`src/rtl/ram_writer.sv`:
```
// rtl/ram_writer.sv - streams words into a RAM as bursts from base_addr, one write per accepted word
`timescale 1ns/1ps
module ram_writer #(
  parameter int ADDR_W = 15,
  parameter int DATA_W = 8
) (
  input  logic              clk,
  input  logic              rst,
  input  logic              start,
  input  logic              abort,
  input  logic [ADDR_W-1:0] base_addr,
  input  logic [15:0]       length,
  input  logic [DATA_W-1:0] in_data,
  input  logic              in_valid,
  output logic              in_ready,
  output logic [ADDR_W-1:0] address,
  output logic [DATA_W-1:0] data,
  output logic              wren,
  output logic              busy,
  output logic              done,
  output logic              error,
  output logic [15:0]       count
);

  localparam logic [1:0] S_IDLE  = 2'd0;
  localparam logic [1:0] S_WRITE = 2'd1;
  localparam logic [1:0] S_DONE  = 2'd2;
  localparam logic [15:0] MAX_LEN = 16'h8000;

  logic [1:0]        state;
  logic [ADDR_W-1:0] pointer;
  logic [15:0]       remaining;
  logic              xfer;

  assign in_ready = (state == S_WRITE);
  assign busy     = (state == S_WRITE);
  assign done     = (state == S_DONE);
  assign xfer     = in_valid & in_ready;

  always_ff @(posedge clk or negedge rst) begin
    if (!rst) begin
      state     <= S_IDLE;
      pointer   <= '0;
      remaining <= '0;
      address   <= '0;
      data      <= '0;
      wren      <= 1'b0;
      error     <= 1'b0;
      count     <= '0;
    end else begin
      wren <= xfer;
      // address/data only move on a transfer so the RAM bus holds its last value otherwise
      if (xfer) begin
        address   <= pointer;
        data      <= in_data;
        pointer   <= pointer + 1'b1;
        remaining <= remaining - 16'd1;
        count     <= count + 16'd1;
      end
      case (state)
        S_IDLE: begin
          if (start) begin
            if (length > MAX_LEN) begin
              error <= 1'b1;
            end else begin
              error     <= 1'b0;
              count     <= '0;
              pointer   <= base_addr;
              remaining <= length;
              state     <= (length == 16'd0) ? S_DONE : S_WRITE;
            end
          end
        end
        S_WRITE: begin
          // abort wins over completion: an aborted burst never reports done
          if (abort) begin
            state <= S_IDLE;
          end else if (xfer && remaining == 16'd1) begin
            state <= S_DONE;
          end
        end
        S_DONE:  state <= S_IDLE;
        default: state <= S_IDLE;
      endcase
    end
  end

endmodule

```
`config.mk`:
```
export PLATFORM = sky130hd
export DESIGN_NAME = ram_writer
export DESIGN_NICKNAME = d
export VERILOG_FILES = /design/src/rtl/ram_writer.sv
export SDC_FILE = /design/constraint.sdc
export NUM_CORES = 1
export LEC_CHECK = 0
export ABC_CLOCK_PERIOD_IN_PS = 1640
export BUFFER_PORTS_ARGS = -buffer_cell sky130_fd_sc_hd__clkbuf_2
export CORE_UTILIZATION = 49
export CTS_CLUSTER_SIZE = 40
export DETAILED_ROUTE_END_ITERATION = 8
export GPL_TIMING_DRIVEN = 0
export PLACE_DENSITY = 0.8
export SETUP_SLACK_MARGIN = 0.1
export SLEW_MARGIN = 40
export SYNTH_ARGS = -nofsm -noshare
export SYNTH_HDL_FRONTEND = slang
export SYNTH_SLANG_ARGS = --single-unit
export TNS_END_PERCENT = 10
```
`constraint.sdc`:
```
create_clock -name clk -period 1.64 [get_ports clk]
set_input_delay 0.164 -clock clk [delete_from_list [all_inputs] [get_ports clk]]
set_output_delay 0.164 -clock clk [all_outputs]
set_load 0.01 [all_outputs]
```
==> flow_metrics.env <==
export IMPL_outcome="finished with violations"
export IMPL_violations="negative setup slack"
export IMPL_ant_nets=0
export IMPL_cp_required_ns=1.87
export IMPL_netlist_top_cell_by_area="dfrtp_1"
export IMPL_power_total_mw=5.70
export IMPL_hp_start="in_data[0]"
export IMPL_p_per_area_nw_per_um2=1130
export IMPL_crit_arrival_ns=2.08
export IMPL_rsz0062_at_grt="true"
export IMPL_syn_area_um2=3770
export IMPL_synth_seq_cells=74
export IMPL_grt_pass1_vias=3244
export IMPL_layout_cells_non_filler=629
export IMPL_cts_path_max_buffers=2
export IMPL_overflow=0
export IMPL_layout_commonest_cell="clkbuf_2"
export IMPL_max_cap_viol_count=0
export IMPL_gp_routability_congestion=0.891
export IMPL_h_tree_depth=3
export IMPL_via_per_inst=5.63
export IMPL_antenna_found_initial=0
export IMPL_period_needed_ns=1.85
export IMPL_yosys_warnings=0
export IMPL_clock_latency_ns=0.35
export IMPL_crit_path_cell_trace="or3b_1 > clkbuf_8 > or2_0 > buf_4 > buf_8 > mux2_4"
export IMPL_drc=0
export IMPL_start_util=0.514
export IMPL_route_vias_total=3542
export IMPL_finalCritPeriodShare=1.13
export IMPL_synthAdderAreaFrac=0.0133
export IMPL_n_fill_cell=575
export IMPL_layout_area_seq_um2=1860
export IMPL_fmax_ghz=0.542
export IMPL_clock_skew_ns=0.00905
export IMPL_tightest_slew_ns=0.601
export IMPL_drive_gt1_frac=0.383
export IMPL_wl_met3_um=555
export IMPL_r2r_start="state[1]$_DFFE_PN0P_"
export IMPL_grt_max_degree=40
export IMPL_fin_util=0.686
export IMPL_layout_setup_ws_ns=-0.206
export IMPL_hold_class="input pin to register"
export IMPL_startpoint="state[1]$_DFFE_PN0P_"
export IMPL_multi_input_area_um2=1990
export IMPL_routed_wl_met2_um=4980
export IMPL_layout_nets=573
export IMPL_grt_total_usage=0.252
export IMPL_critPathLaunchType="register"
export IMPL_peakVddDrop_mv=0.559
export IMPL_die_y_um=89.7
export IMPL_synth_area_leaders="dfrtp_1 49%, nand2_1 7.7%, xnor2_1 5.1%"
export IMPL_dr_pass1_iters=5
export IMPL_critPathMaxStageDelay_ns=0.44
export IMPL_worst_setup_path_type="register to register"
export IMPL_p_leak_nw=2.24
export IMPL_crit_end="pointer[2]$_DFF_PN0_"
export IMPL_maxSlewViolCount=0
export IMPL_r2r_slack_ns=-0.21
export IMPL_ys_types=51
export IMPL_cts_clk_slew_worst_paths_ns=0.08
export IMPL_routed_top_layer="met4"
export IMPL_die_area_um2=8040
export IMPL_max_slew_margin_rel=0.599
export IMPL_synth_compound_area_frac=0.0854
export IMPL_port_buffers=87
export IMPL_worst_setup_path_end_kind="register"
export IMPL_fp_dieW_um=89.7
export IMPL_synth_xor_area_frac=0.0744
export IMPL_syn_nets=448
export IMPL_synth_simple_gate_area_frac=0.279
export IMPL_syn_inst=400
export IMPL_async_flop_share=1.00
export IMPL_cts_root_buf="clkbuf_8"
export IMPL_synthFlopType="dfrtp_1"
export IMPL_hpwlAfterDp_um=6830
export IMPL_grt_first_pass_wirelength_um=15300
export IMPL_reg2reg_to="pointer[2]$_DFF_PN0_"
export IMPL_diodes=0
export IMPL_wl_per_cell_um=16.2
export IMPL_setup_viol=46
export IMPL_crit_path_max_fanout=8
export IMPL_wirelength_um=10200
export IMPL_synth_avg_cell_area_um2=9.42
export IMPL_final_cell_mix="85 x clkbuf_2, 76 x nand2_1, 66 x dfrtp_1"
export IMPL_finish_instance_area_um2=5030
export IMPL_numCtsBuffers=9
export IMPL_synth_mux_area_frac=0.0186
export IMPL_rows=31
export IMPL_cts_sinks=74
export IMPL_drt_iter0_markers=235
export IMPL_wl_met1_um=4420
export IMPL_reg2reg_depth=6
export IMPL_synth_top_cell_area_share=0.492
export IMPL_fin_hold_ws_ns=0.00512
export IMPL_place_inst=587
export IMPL_synth_top_family_by_area="simple AND/OR/NAND/NOR gates"
export IMPL_final_hold_violation_count=0
export IMPL_place_area_um2=4380
export IMPL_cts_tree="built"
export IMPL_synth_edf_count=0
export IMPL_layout_area_overhead_vs_synth_pct=33.4
export IMPL_io_pins=88
export IMPL_yosysSeqAreaShare=0.492
export IMPL_core_um2=7330
export IMPL_cp_slowest_cell="dfrtp_2"
[repair_timing]
| item | in CTS | in global routing |
|---|---|---|
| setup buffers | 13 | 12 |
| setup endpoints to repair | 72 | 71 |
| pin swaps | 9 | 8 |
| hold buffers | 1 | 0 |
| gates resized for setup | 34 | 38 |
| hold endpoints to repair | 35 | 0 |
[how the worst min path moves through the flow]
stage / end / slack, ns / cells past startpoint
floorplan: address[0]$_DFFE_PN0P_ / -0.13 / 0
global placement: data[4]$_DFFE_PN0P_ / 0.36 / 3
detailed placement: address[5]$_DFFE_PN0P_ / 0.09 / 1
CTS: data[0]$_DFFE_PN0P_ / 0.0005 / 3
global route: data[6]$_DFFE_PN0P_ / 0.001 / 3
finish: data[0]$_DFFE_PN0P_ / 0.005 / 3
[sequential cells by signal, indices dropped and copies added (netlist names)]
name / count
address: 15
count: 16
data: 8
error: 1
pointer: 15
remaining: 16
state: 2
wren: 1
[Yosys cell counts (3+ instances only)]
| library cell | number |
|---|---|
| nand2_1 | 77 |
| dfrtp_1 | 74 |
| nor3_1 | 38 |
| a21oi_1 | 27 |
| nor2_1 | 22 |
| xnor2_1 | 22 |
| nand3_1 | 12 |
| clkbuf_1 | 11 |
| inv_1 | 11 |
| nand4_1 | 11 |
| nor4_1 | 10 |
| xor2_1 | 10 |
| o21ai_0 | 8 |
| a31oi_1 | 5 |
| ha_1 | 4 |
| mux2_2 | 4 |
| nand4b_1 | 4 |
| buf_2 | 3 |
| nor4_4 | 3 |
| or3_1 | 3 |
[power breakdown]
part	switching, mW	internal, mW
sequential	0.475	2.23
clock	0.718	0.590
combinational	0.876	0.805
total	2.07	3.63
[logic make-up after synthesis]
family | Yosys count
AO/OA/AOI/OAI | 53
XOR/XNOR | 32
adder cells (fa/ha/maj) | 4
buffers and inverters | 31
flip-flops | 74
multiplexers | 6
AND/OR/NAND/NOR | 200
[metrics by stage]
step           TNS [ns]  setup WS (ns)
6_report          -6.64         -0.206
5_1_grt           -9.74         -0.262
4_1_cts           -7.08         -0.222
3_5_place_dp     -18.96         -0.402
3_3_place_gp     -31.66         -0.399
2_1_floorplan     -1.49         -0.142
[layout make-up]
type,instances,area share
clock inverters,6,0.00822
flip-flops and latches,74,0.370
well taps,99,0.0246
inverters,12,0.00921
clock buffers,10,0.0274
plain buffers,19,0.0301
repair buffers,114,0.134
multi-input cells,295,0.396
[critical path, delay by kind of cell, from the launching register on]
family        cells  cell delay [ns]
flops             1             0.44
simple gates      2             0.58
mux               1             0.29
buf+inv           3             0.42
[layer usage]
| metal | vias up | global-route usage |
|---|---|---|
| li1 | 1656 | - |
| met5 | - | 0 |
| met2 | 157 | 0.405 |
| met4 | 0 | 0.104 |
| met3 | 24 | 0.0466 |
| met1 | 1705 | 0.336 |
Note: power is estimated with default switching activity, not from simulation.
